==> config.mk <==
export PLATFORM = sky130hd
export DESIGN_NAME = hdlc_rx_framer
export DESIGN_NICKNAME = d
export VERILOG_FILES = /design/src/rtl/hdlc_rx_framer.sv
export SDC_FILE = /design/constraint.sdc
export NUM_CORES = 1
export LEC_CHECK = 0
export ABC_AREA = 0
export CAP_MARGIN = 10
export CELL_PAD_IN_SITES_DETAIL_PLACEMENT = 1
export CELL_PAD_IN_SITES_GLOBAL_PLACEMENT = 1
export CORE_ASPECT_RATIO = 0.5
export CORE_UTILIZATION = 40
export CTS_BUF_LIST = sky130_fd_sc_hd__clkbuf_4 sky130_fd_sc_hd__clkbuf_8 sky130_fd_sc_hd__clkbuf_16
export CTS_CLUSTER_DIAMETER = 80
export DETAILED_ROUTE_END_ITERATION = 10
export PLACE_DENSITY_LB_ADDON = 0.1
export REMOVE_ABC_BUFFERS = 1
export SYNTH_ARGS = -nofsm -noshare
export SYNTH_HDL_FRONTEND = slang
export SYNTH_SLANG_ARGS = --single-unit
export TNS_END_PERCENT = 5
==> constraint.sdc <==
create_clock -name Clk -period 9.3 [get_ports Clk]
set_input_delay 1.395 -clock Clk [delete_from_list [all_inputs] [get_ports Clk]]
set_output_delay 1.395 -clock Clk [all_outputs]
set_load 0.05 [all_outputs]
==> src/rtl/hdlc_rx_framer.sv <==
// HDLC receive framer: flag/abort detection, zero de-stuffing and a frame buffer read out byte by byte.
// Optional FCS residue check is built in when HDLC_RX_FCS_CHECK_EN is defined.
module hdlc_rx_framer #(
  parameter int MAX_BYTES = 128,
  parameter int FCS_BYTES = 2
) (
  input  logic                           Clk,
  input  logic                           Rst,
  input  logic                           Rx,
  input  logic                           RxEN,
  input  logic                           Rx_RdBuff,
  input  logic                           Rx_Drop,
  output logic [7:0]                     Rx_DataOut,
  output logic                           Rx_Ready,
  output logic [$clog2(MAX_BYTES+1)-1:0] Rx_FrameSize,
  output logic                           Rx_EoF,
  output logic                           Rx_AbortSignal,
  output logic                           Rx_FrameError,
  output logic                           Rx_FCSerr,
  output logic                           Rx_Overflow
);
  // state  | meaning
  // S_HUNT | searching the line for an opening flag
  // S_SYNC | flag seen, waiting for the first non-flag byte
  // S_DATA | de-stuffing and storing bytes until flag or abort
  // S_HOLD | good frame stored, Rx_Ready high, host reads or drops it
  localparam logic [1:0] S_HUNT = 2'd0;
  localparam logic [1:0] S_SYNC = 2'd1;
  localparam logic [1:0] S_DATA = 2'd2;
  localparam logic [1:0] S_HOLD = 2'd3;

  localparam int CW = $clog2(MAX_BYTES + 1);
  localparam int AW = $clog2(MAX_BYTES);
  localparam logic [CW-1:0] MAX_CNT = CW'(MAX_BYTES);
  localparam logic [CW-1:0] FCS_CNT = CW'(FCS_BYTES);

  logic [1:0]    r_state;
  logic [7:0]    r_shift;
  logic [2:0]    r_cnt8;
  logic [2:0]    r_ones;
  logic [2:0]    r_bitcnt;
  logic [6:0]    r_byte;
  logic [CW-1:0] r_bytecnt;
  logic [CW-1:0] r_rdptr;
  logic [CW-1:0] r_size;
  logic [7:0]    r_dout;
  logic          r_eof;
  logic          r_abort;
  logic          r_ferr;
  logic          r_fcserr;
  logic          r_ovf;
  logic [7:0]    r_mem [MAX_BYTES];

  logic [7:0]    w_shift_nxt;
  logic          w_flag;
  logic          w_abort;
  logic          w_bit;
  logic          w_stuffed;
  logic          w_take;
  logic [7:0]    w_byte;
  logic          w_byte_done;
  logic [2:0]    w_bitcnt_nxt;
  logic [2:0]    w_ones_nxt;
  logic [CW-1:0] w_bytecnt_nxt;
  logic          w_wr_en;
  logic [7:0]    w_rd_data;
  logic          w_fcs_bad;

  // Data bits are taken from the far end of the shift register, so the
  // closing flag's own bits never reach the byte assembler.
  assign w_shift_nxt   = {Rx, r_shift[7:1]};
  assign w_flag        = (w_shift_nxt == 8'h7E);
  assign w_abort       = &w_shift_nxt[7:1];
  assign w_bit         = r_shift[0];
  assign w_stuffed     = (r_ones == 3'd5) && !w_bit;
  assign w_take        = !w_stuffed;
  assign w_byte        = {w_bit, r_byte};
  assign w_byte_done   = w_take && (r_bitcnt == 3'd7);
  assign w_bitcnt_nxt  = w_take ? r_bitcnt + 3'd1 : r_bitcnt;
  assign w_ones_nxt    = (w_take && w_bit) ? r_ones + 3'd1 : 3'd0;
  assign w_bytecnt_nxt = (w_byte_done && (r_bytecnt != MAX_CNT)) ? r_bytecnt + 1'b1 : r_bytecnt;
  assign w_wr_en       = RxEN && (r_state == S_DATA) && !w_abort && w_byte_done && (r_bytecnt != MAX_CNT);
  assign w_rd_data     = r_mem[r_rdptr[AW-1:0]];

`ifdef HDLC_RX_FCS_CHECK_EN
  logic [15:0] r_crc;
  logic [15:0] w_crc_nxt;

  assign w_crc_nxt = (r_crc[0] ^ w_bit) ? ({1'b0, r_crc[15:1]} ^ 16'h8408) : {1'b0, r_crc[15:1]};
  assign w_fcs_bad = ((w_take ? w_crc_nxt : r_crc) != 16'hF0B8);

  always_ff @(posedge Clk) begin
    if (Rst) begin
      r_crc <= 16'hFFFF;
    end else if (RxEN) begin
      if (r_state == S_SYNC) begin
        r_crc <= 16'hFFFF;
      end else if ((r_state == S_DATA) && w_take) begin
        r_crc <= w_crc_nxt;
      end
    end
  end
`else
  assign w_fcs_bad = 1'b0;
`endif

  always_ff @(posedge Clk) begin
    if (w_wr_en) begin
      r_mem[r_bytecnt[AW-1:0]] <= w_byte;
    end
  end

  always_ff @(posedge Clk) begin
    if (Rst) begin
      r_state   <= S_HUNT;
      r_shift   <= 8'h00;
      r_cnt8    <= 3'd0;
      r_ones    <= 3'd0;
      r_bitcnt  <= 3'd0;
      r_byte    <= 7'd0;
      r_bytecnt <= '0;
      r_rdptr   <= '0;
      r_size    <= '0;
      r_dout    <= 8'h00;
      r_eof     <= 1'b0;
      r_abort   <= 1'b0;
      r_ferr    <= 1'b0;
      r_fcserr  <= 1'b0;
      r_ovf     <= 1'b0;
    end else begin
      r_eof   <= 1'b0;
      r_abort <= 1'b0;
      r_ferr  <= 1'b0;
      if (RxEN) begin
        r_shift <= w_shift_nxt;
      end
      case (r_state)
        S_HUNT: begin
          if (RxEN && w_flag) begin
            r_state <= S_SYNC;
            r_cnt8  <= 3'd0;
            r_ovf   <= 1'b0;
          end
        end
        S_SYNC: begin
          if (RxEN) begin
            if (w_flag) begin
              r_cnt8 <= 3'd0;
            end else if (w_abort) begin
              r_state <= S_HUNT;
            end else if (r_cnt8 == 3'd7) begin
              r_state   <= S_DATA;
              r_ones    <= 3'd0;
              r_bitcnt  <= 3'd0;
              r_bytecnt <= '0;
            end else begin
              r_cnt8 <= r_cnt8 + 3'd1;
            end
          end
        end
        S_DATA: begin
          if (RxEN) begin
            if (w_abort) begin
              r_abort <= 1'b1;
              r_state <= S_HUNT;
            end else begin
              r_ones    <= w_ones_nxt;
              r_bitcnt  <= w_bitcnt_nxt;
              r_bytecnt <= w_bytecnt_nxt;
              if (w_take) begin
                r_byte <= w_byte[7:1];
              end
              if (w_byte_done && (r_bytecnt == MAX_CNT)) begin
                r_ovf <= 1'b1;
              end
              // The bit leaving the shift register on the flag cycle is the frame's last bit.
              if (w_flag) begin
                if ((w_bitcnt_nxt != 3'd0) || (w_bytecnt_nxt <= FCS_CNT)) begin
                  r_ferr  <= 1'b1;
                  r_state <= S_HUNT;
                end else begin
                  r_state  <= S_HOLD;
                  r_eof    <= 1'b1;
                  r_size   <= w_bytecnt_nxt - FCS_CNT;
                  r_rdptr  <= '0;
                  r_fcserr <= w_fcs_bad;
                end
              end
            end
          end
        end
        S_HOLD: begin
          if (Rx_Drop) begin
            r_state  <= S_HUNT;
            r_fcserr <= 1'b0;
          end else if (Rx_RdBuff) begin
            r_dout  <= w_rd_data;
            r_rdptr <= r_rdptr + 1'b1;
            if (r_rdptr == r_size - 1'b1) begin
              r_state  <= S_HUNT;
              r_fcserr <= 1'b0;
            end
          end
        end
        default: r_state <= S_HUNT;
      endcase
    end
  end

  assign Rx_DataOut     = r_dout;
  assign Rx_Ready       = (r_state == S_HOLD);
  assign Rx_FrameSize   = r_size;
  assign Rx_EoF         = r_eof;
  assign Rx_AbortSignal = r_abort;
  assign Rx_FrameError  = r_ferr;
  assign Rx_FCSerr      = r_fcserr;
  assign Rx_Overflow    = r_ovf;

endmodule

Yosys cells after proc, flatten, opt, wreduce, memory -nomap -nowiden

Memory sizes are Yosys's and may differ from the RTL's. A register that Yosys moved wholly into a read port is not among the register bits.
Index checks and enable logic that the tools add are counted.

Bits in writable memories: 1024
Register bits: 55
Memories kept: 1
Output and inout bits: 22
Word-level logic and storage cells: 154
Input bits: 6

Multiplexer cells: 64
Eq/ne operators: 28
Order comparisons: 1
Bitwise gates (word level): 7
Reductions and logical operators: 32
Add/sub/neg operators: 7

Memory list:

| name  | words | bits a word | rd ports | clocked after Yosys merged registers in | wr ports | RTL line | RTL |
|---|---|---|---|---|---|---|---|
| r_mem | 128   | 8           | 1        | 1                                       | 1        | 52       | `logic [7:0] r_mem [MAX_BYTES];` |

Operators by type and width:

| kind                                                | count |
|---|---|
| 2-to-1 mux 8 bit                                    | 13 |
| 2-to-1 mux 3 bit                                    | 15 |
| one-hot mux 8 bit (2 select lines)                  | 2 |
| AND reduction 7 bit                                 | 4 |
| 2-to-1 mux 2 bit                                    | 12 |
| inequality test 2 bit, second input constant        | 11 |
| one-hot mux 3 bit (2 select lines)                  | 3 |
| adder 8 x 1 -> 8 bit, second input constant         | 2 |
| 2-to-1 mux 1 bit                                    | 16 |
| inequality test 3 bit, second input constant        | 5 |
| AND reduction 5 bit                                 | 3 |
| logical AND 1 bit                                   | 10 |
| adder 3 x 1 -> 3 bit, second input constant         | 3 |
| equality test 3 bit, second input constant          | 3 |
| equality test 8 x 7 -> 1 bit, second input constant | 1 |
| equality test 8 bit                                 | 1 |
| equality test 8 bit, second input constant          | 1 |
| <= comparator 8 x 2 -> 1 bit, second input constant | 1 |
| inequality test 8 bit, second input constant        | 1 |
| one-hot mux 2 bit (4 select lines)                  | 1 |
| AND reduction 8 bit                                 | 1 |
| nonzero test 2 bit                                  | 4 |
| subtractor 8 x 1 -> 8 bit, second input constant    | 1 |
| subtractor 8 x 2 -> 8 bit, second input constant    | 1 |
| other kinds (14)                                    | 24 |

Depth between registers and ports, before layout

Gate-level depths: netlist of run 1.

Depth after elaboration: 13
Gate-level depth with buffers: 13
Mapped depth without buffers: 12

Least setup slack after synthesis of run 1

OpenSTA, ideal clock, no wires.

Kind: reg-to-reg
Start point: register r_shift[0]
End point: memory r_mem[109][0] (enable)
Setup time: 371 ps
Slack: 4754 ps
Arrival time: 4175 ps
Data required time: 8929 ps
Period minus slack after synthesis: 4546 ps
Buffers on the path: 3
Cell stages (with the launch flop): 9
Path through: dfxtp_1 > nand3b_1 > clkbuf_1 > o311a_4 > nand2_1 > or4b_2 > clkbuf_1 > clkbuf_1 > nor2_1

Cells in the longest elaborated chain, start to end: 8

RTL lines:

| item                                   | RTL line | RTL |
|---|---|---|
| from (decl)                            | 38       | `logic [7:0] r_shift;` |
| from (signal assigned)                 | 135      | `r_shift <= w_shift_nxt;` |
| logical NOT 1 bit                      | 75       | `assign w_stuffed = (r_ones == 3'd5) && !w_bit;` |
| logical AND 1 bit                      | 75       |  |
| logical NOT 1 bit                      | 76       | `assign w_take = !w_stuffed;` |
| logical AND 1 bit                      | 78       | `assign w_byte_done = w_take && (r_bitcnt == 3'd7);` |
| logical AND 1 bit (2 in series)        | 82       | `assign w_wr_en = RxEN && (r_state == S_DATA) && !w_abort && w_byte_done && (r_bytecnt != MAX_CNT);` |
| 2-to-1 mux 1 bit                       | 108      | `if (w_wr_en) begin` |
| 2-to-1 mux 1 bit (implied by the code) | 109      | `r_mem[r_bytecnt[AW-1:0]] <= w_byte;` |
| to (decl)                              | 52       |  |

No other way between the ends.

Final worst setup path of run 1

Start point: input RxEN
End point: memory r_mem[60][4] (enable)

Cells in the longest elaborated chain, start to end: 6

RTL lines:

| item                                   | RTL line | RTL |
|---|---|---|
| from (decl)                            | 10       | `input logic RxEN,` |
| logical AND 1 bit (4 in series)        | 82       |  |
| 2-to-1 mux 1 bit                       | 108      |  |
| 2-to-1 mux 1 bit (implied by the code) | 109      |  |

No other way between the ends.

==> flow_summary.json, run 1 <==
{
  "status": "completed",
  "drc": 0,
  "ys_ff_latch": 1086,
  "synth.distinct_cells": 73,
  "wl_um": 129000,
  "timing.final.ws_setup_ns": 4.52,
  "ant_nets": 0,
  "r2r-end": "Rx_DataOut[3]",
  "clock-sinks": 1086,
  "clk_latency_ns": 0.70,
  "end_kind": "flip-flop",
  "cts_hold_buf": 0,
  "hold_viol_final": 0,
  "die_w_um": 466,
  "synth_enable_flop_cells": 1024,
  "synth_seq_area_share_pct": 74.3,
  "vias": 22737,
  "worstHoldPathCells": 2,
  "ys_dominant_reg_cell": "edfxtp_1",
  "syn-instance-count": 2255,
  "layout_common_cells": "edfxtp_1 (1,024), mux4_2 (260), nor2_1 (206), clkbuf_16 (101), nand2_1 (91)",
  "skew_ns": 0.0260,
  "worstPathArrival_ns": 5.10,
  "nFillCells": 9732,
  "cpMaxStageDelayCell": "clkdlybuf4s50_1",
  "yosysTopAreaCell": "edfxtp_1",
  "grt_max_degree": 82,
  "fin_crit_sh_pct": 51.4,
  "finalMaxSlewViolations": 0,
  "synthXorXnorAreaFrac_pct": 0.427,
  "setup_viol": 0,
  "path_cells": "clkdlybuf4s50_1, nand2_1, nor2_1, buf_4, nand2_1, nor2_1, nand3_1, buf_4, nor2_1",
  "multi_input_area_um2": 10500,
  "holdPathEnd": "r_cnt8[0]",
  "min_period_ns": 4.78,
  "layout.nets": 2306,
  "grt_pass1_vias": 22640,
  "core-area_um2": 106000,
  "hpwl_um": 79900,
  "async_flop_share_pct": 0,
  "max-cap-violations": 0,
  "fp.dieArea_um2": 109000,
  "cts.clk_slew.worst_paths_ns": 0.07,
  "die_h_um": 234,
  "worst_pin_slew_ns": 1.32,
  "place.gp.congestion": 0.834,
  "holdCritStartpoint": "r_cnt8[0]",
  "placed_cell_area_um2": 44900,
  "synth.area.mux_share_pct": 15.2,
  "firstDrtPassIters": 5,
  "hp-class": "flip-flop to flip-flop",
  "worstSetupPathType": "input pin to flip-flop",
  "drt-vias-per-instance": 6.00,
  "synth.avg_cell_area_um2": 19.1,
  "ir_drop_uv": 124,
  "placementRows": 84,
  "startpoint_type": "input pin",
  "synth_top_family_by_area": "multiplexers",
  "path_buf_inv": 3,
  "numCtsBuffers": 98,
  "finalPower_mw": 9.51,
  "root_buffer": "clkbuf_16",
  "cpMostUsedCell": "nor2_1",
  "fmax_ghz": 0.209,
  "yosys_warnings": 0,
  "synth_top_area_share_pct": 71.4,
  "critPathMaxStageDelay_ns": 1.04,
  "critPathRequiredTime_ns": 9.62,
  "track_usage_pct": 24.0,
  "cts_setup_buffers": 0,
  "synth-compound-area-share_pct": 3.62,
  "drive_gt1_share_pct": 21.3,
  "grt_pass1_wl_um": 182000,
  "synthToLayoutAreaGrowth_pct": 11.9,
  "initial_core_util_pct": 40.7,
  "yosys.area_share.simple_pct": 4.60,
  "ios": 28,
  "synthTopCellsByArea": "edfxtp_1 (71%), mux4_2 (14%), dfxtp_1 (2.9%)",
  "grt.overflow.total": 0,
  "routedWlPerCell_um": 34.0,
  "cts_resized": 0,
  "initialDrtViolationCount": 2693,
  "r2r-start": "r_rdptr[1]",
  "cts_htree_levels": 3,
  "final_common_cell": "edfxtp_1",
  "synthAdderAreaFrac_pct": 0.320,
  "cp_max_fo": 18,
  "rrSetupSlack_ns": 4.93,
  "portBuffers": 26,
  "rsz0062_at_grt": "false",
  "syn_area_um2": 43100,
  "p_leak_nw": 15.9,
  "postLayoutCellArea_um2": 48200,
  "power_density_nw_per_um2": 197,
  "cts_tree": "yes",
  "worstRegToRegCells": 8,
  "antenna_found_initial": 7,
  "relSlewSlack_pct": 12.2,
  "crit_family": "simple AND/OR/NAND/NOR gates",
  "cts_buffer_depth": 3,
  "pre_cts_ws_ns": 3.79,
  "seq_area_um2": 32000
}
==> tightest hold or removal path, delay by kind of cell (launching register included) <==
kind	cells	cell delay, ns
AOI/OAI and AO/OA	1	0.05
DFF	1	0.32
and+or+nand+nor	1	0.06
==> worst max-delay path by stage <==
| stage | slack (ns) | endpoint | cells after the start | startpoint |
|---|---|---|---|---|
| after CTS | 4.51 | r_mem[12][6] | 9 | RxEN |
| after global routing | 4.31 | r_mem[12][7] | 9 | RxEN |
| after floorplan | -2.40 | Rx_DataOut[6] | 7 | r_rdptr[0] |
| after global placement | 3.87 | r_mem[28][6] | 9 | RxEN |
| after detailed placement | 3.79 | r_mem[12][7] | 9 | RxEN |
| final | 4.52 | r_mem[60][4] | 9 | RxEN |
==> stage by stage <==
step                instances  util [%]  TNS [ns]  hold WS (ns)
finish                   3789      45.6         0         0.482
global route             3788      45.5         0         0.514
CTS                      3788      45.5         0         0.483
detailed placement       3608      42.4         0         0.474
global placement         3608      42.4         0         0.466
floorplan                2122         -    -17.34         0.442
==> flip-flops by register name, indices dropped and copies added (netlist names) <==
signal,cells
r_bitcnt,3
r_byte,7
Rx_EoF,1
r_ones,3
Rx_Overflow,1
r_shift,8
Rx_AbortSignal,1
Rx_FrameSize,8
r_rdptr,8
r_state,2
r_mem,1024
r_bytecnt,8
Rx_FrameError,1
r_cnt8,3
Rx_DataOut,8
==> routing by layer <==
| layer | vias up | part of all wire (%) | track usage, % |
|---|---|---|---|
| met3 | 156 | 6.8 | 4.66 |
| li1 | 9296 | - | - |
| met5 | - | 0.0062 | 0 |
| met4 | 2 | 1.9 | 4.99 |
| met2 | 776 | 44 | 35.6 |
| met1 | 12507 | 47 | 36.6 |
==> area by class of cell <==
cell class                      count  share of cell area [%]
Antenna cell                        1                 0.00519
Multi-Input combinational cell   1023                    21.7
Inverter                           13                   0.101
Clock buffer                      123                    5.64
Tap cell                         1419                    3.68
Clock inverter                     57                    1.22
Sequential cell                  1086                    66.5
Timing Repair Buffer               67                    1.22
==> report_power, final <==
group	internal, mW	switching (mW)	leakage, nW
combinational	0.00361	0.00988	3.08
sequential	5.26	0.000399	11.2
clock	2.40	1.83	1.64
==> cell usage after synthesis (all sizes together) (5+ instances only) <==
cell / count
a221oi: 10
and3: 11
o211ai: 9
nor2b: 14
a22o: 10
a211oi: 6
o31ai: 5
nand3: 31
clkbuf: 65
nand2: 94
ha: 11
nor2: 208
and2: 11
o21ai: 39
a22oi: 28
buf: 68
edfxtp: 1024
mux2i: 65
mux2: 5
xnor2: 14
mux4: 260
xor2: 7
dfxtp: 62
inv: 13
a311oi: 10
nor4: 9
a21oi: 35
nor3: 28
o21a: 5
a2111oi: 6
nand4: 10
o22ai: 7
a31oi: 10
==> kinds of logic after synthesis <==
group	Yosys count
flops	1086
simple gates	443
mux	330
compound gates	217
buf+inv	146
xor+xnor	21
fa+ha+maj	11
other cells	1
Note: power is estimated with default switching activity, not from simulation.
==> run 2: changes to the inputs <==
Clock period 9.3 ns to 3.8 ns, I/O delays scaled along.
==> run 2 against run 1 <==
Highest routed layer unchanged; wire length is 2.7% lower; core utilization is 1.4 points higher; sequential power is 150% higher; count of clock-buffer cells in the layout is 2 higher; global-route usage is 0.75 points lower; cell area is 3.1% higher; largest power group unchanged; sequential share of layout area is 2.0 points lower; clock power is 140% higher; largest cell class unchanged; die area stayed put; clock skew is 0.012 ns higher.
==> flow_summary.json, run 2 (synthesis results as in run 1) <==
{
  "cts.clk_slew.worst_paths_ns": 0.07,
  "die_h_um": 234,
  "worstRegToRegCells": 8,
  "critPathRequiredTime_ns": 4.41,
  "fin_crit_sh_pct": 90.0,
  "finalMaxSlewViolations": 0,
  "cp_max_fo": 31,
  "largest_reg_flops": 1024,
  "startpoint_type": "flip-flop",
  "initial_core_util_pct": 40.7,
  "min_period_ns": 3.42,
  "ant_nets": 0,
  "routedWlPerCell_um": 31.6,
  "ios": 28,
  "grt_pass1_wl_um": 177000,
  "hp-class": "input pin to flip-flop",
  "numCtsBuffers": 98,
  "r2r-start": "r_rdptr[0]",
  "worstHoldPathCells": 2,
  "placementRows": 84,
  "hold_viol_final": 0,
  "portBuffers": 26,
  "p_leak_nw": 17.5,
  "end_kind": "flip-flop",
  "fmax_ghz": 0.292,
  "seq_area_um2": 32000,
  "finish.utilization_pct": 47.0,
  "antenna_found_initial": 9,
  "ir_drop_uv": 326,
  "r2r-end": "Rx_DataOut[6]",
  "firstDrtPassIters": 5,
  "worstSetupPathType": "flip-flop to flip-flop",
  "nFillCells": 9724,
  "rrSetupSlack_ns": 0.38,
  "cts_setup_buffers": 0,
  "power_density_nw_per_um2": 461,
  "holdPathEnd": "Rx_DataOut[5]",
  "grt_max_degree": 82,
  "holdCritStartpoint": "Rst",
  "layout_common_cells": "edfxtp_1 (1,024), mux4_2 (260), nor2_1 (206), buf_4 (201), clkbuf_16 (100)",
  "critPathMaxStageDelay_ns": 0.74,
  "worstPathArrival_ns": 4.03,
  "drive_gt1_share_pct": 26.6,
  "track_usage_pct": 23.2,
  "core-area_um2": 106000,
  "layout.nets": 2490,
  "place.gp.congestion": 0.848,
  "wl_um": 125000,
  "worst_pin_slew_ns": 1.11,
  "cts_tree": "yes",
  "vias": 22959,
  "synthToLayoutAreaGrowth_pct": 15.4,
  "cts_hold_buf": 0,
  "multi_input_area_um2": 10400,
  "root_buffer": "clkbuf_16",
  "fin_hold_ws_ns": 0.228,
  "cts_htree_levels": 3,
  "clk_latency_ns": 0.72,
  "fp.dieArea_um2": 109000,
  "die_w_um": 466,
  "initialDrtViolationCount": 2363,
  "clock-sinks": 1086,
  "skew_ns": 0.0382,
  "rsz0062_at_grt": "false",
  "grt.overflow.total": 0,
  "cts_buffer_depth": 3,
  "drc": 0,
  "drt-vias-per-instance": 5.78,
  "cts_resized": 0,
  "grt_pass1_vias": 23111,
  "cpMaxStageDelayCell": "a2111oi_0",
  "final_common_cell": "edfxtp_1",
  "relSlewSlack_pct": 24.0,
  "status": "completed",
  "finalPower_mw": 22.9,
  "hpwl_um": 80200,
  "max-cap-violations": 0,
  "path_cells": "buf_12, buf_12, mux4_2, a22oi_1, nand2_1, a2111oi_0, nand2_1, a32o_1",
  "setup_viol": 0
}
run 2: cell type report:
cell class                      instances  share of cell area [%]
Clock buffer                          125                    5.41
Timing Repair Buffer                  251                    4.51
Tap cell                             1419                    3.57
Inverter                               13                  0.0981
Clock inverter                         49                   0.956
Multi-Input combinational cell       1023                    21.0
Antenna cell                            5                  0.0252
Sequential cell                      1086                    64.4
run 2: critical path: cells and delay by family (launching register included):
family,cells,cell delay [ns]
AO/OA/AOI/OAI,3,1.29
flip-flops,1,0.63
multiplexers,1,0.59
buffers and inverters,2,0.55
AND/OR/NAND/NOR,2,0.20
run 2: where the power goes:
group	switching, mW	total [mW]	internal (mW)	leakage, nW
Combinational	0.0261	0.0353	0.00925	4.08
Sequential	0.000893	12.9	12.9	11.8
Clock	4.49	10.0	5.55	1.57
run 2: stage by stage:
step / instance area [um2] / setup TNS [ns] / std cells / worst slack (ns)
after CTS: 49700 / 0 / 3966 / 0.301
after global placement: 46500 / 0 / 3792 / 0.264
final: 49700 / 0 / 3971 / 0.381
after floorplan: 42500 / -346.60 / 2122 / -7.90
after detailed placement: 46500 / 0 / 3792 / 0.196
after global routing: 49700 / 0 / 3966 / 0.162
run 2: worst max-delay path by stage:
stage	startpoint	end	slack, ns
floorplan	r_rdptr[0]	Rx_DataOut[6]	-7.90
global placement	Rx	r_mem[37][5]	0.26
detailed placement	Rx	r_mem[37][6]	0.20
CTS	r_rdptr[0]	Rx_DataOut[6]	0.30
global route	r_rdptr[0]	Rx_DataOut[6]	0.16
finish	r_rdptr[0]	Rx_DataOut[6]	0.38
run 2: metal layers:
layer	part of all wire (%)	GRT usage (%)
met4	1.7	4.92
met5	0.010	0
met2	45	34.6
met1	46	34.4
met3	7.7	5.85
==> run 3: changes to the inputs <==
Settings changed: SKIP_CTS_REPAIR_TIMING set to 1.
==> results of run 3 <==
The final DEF is identical to that of run 2; final timing and power are the same.
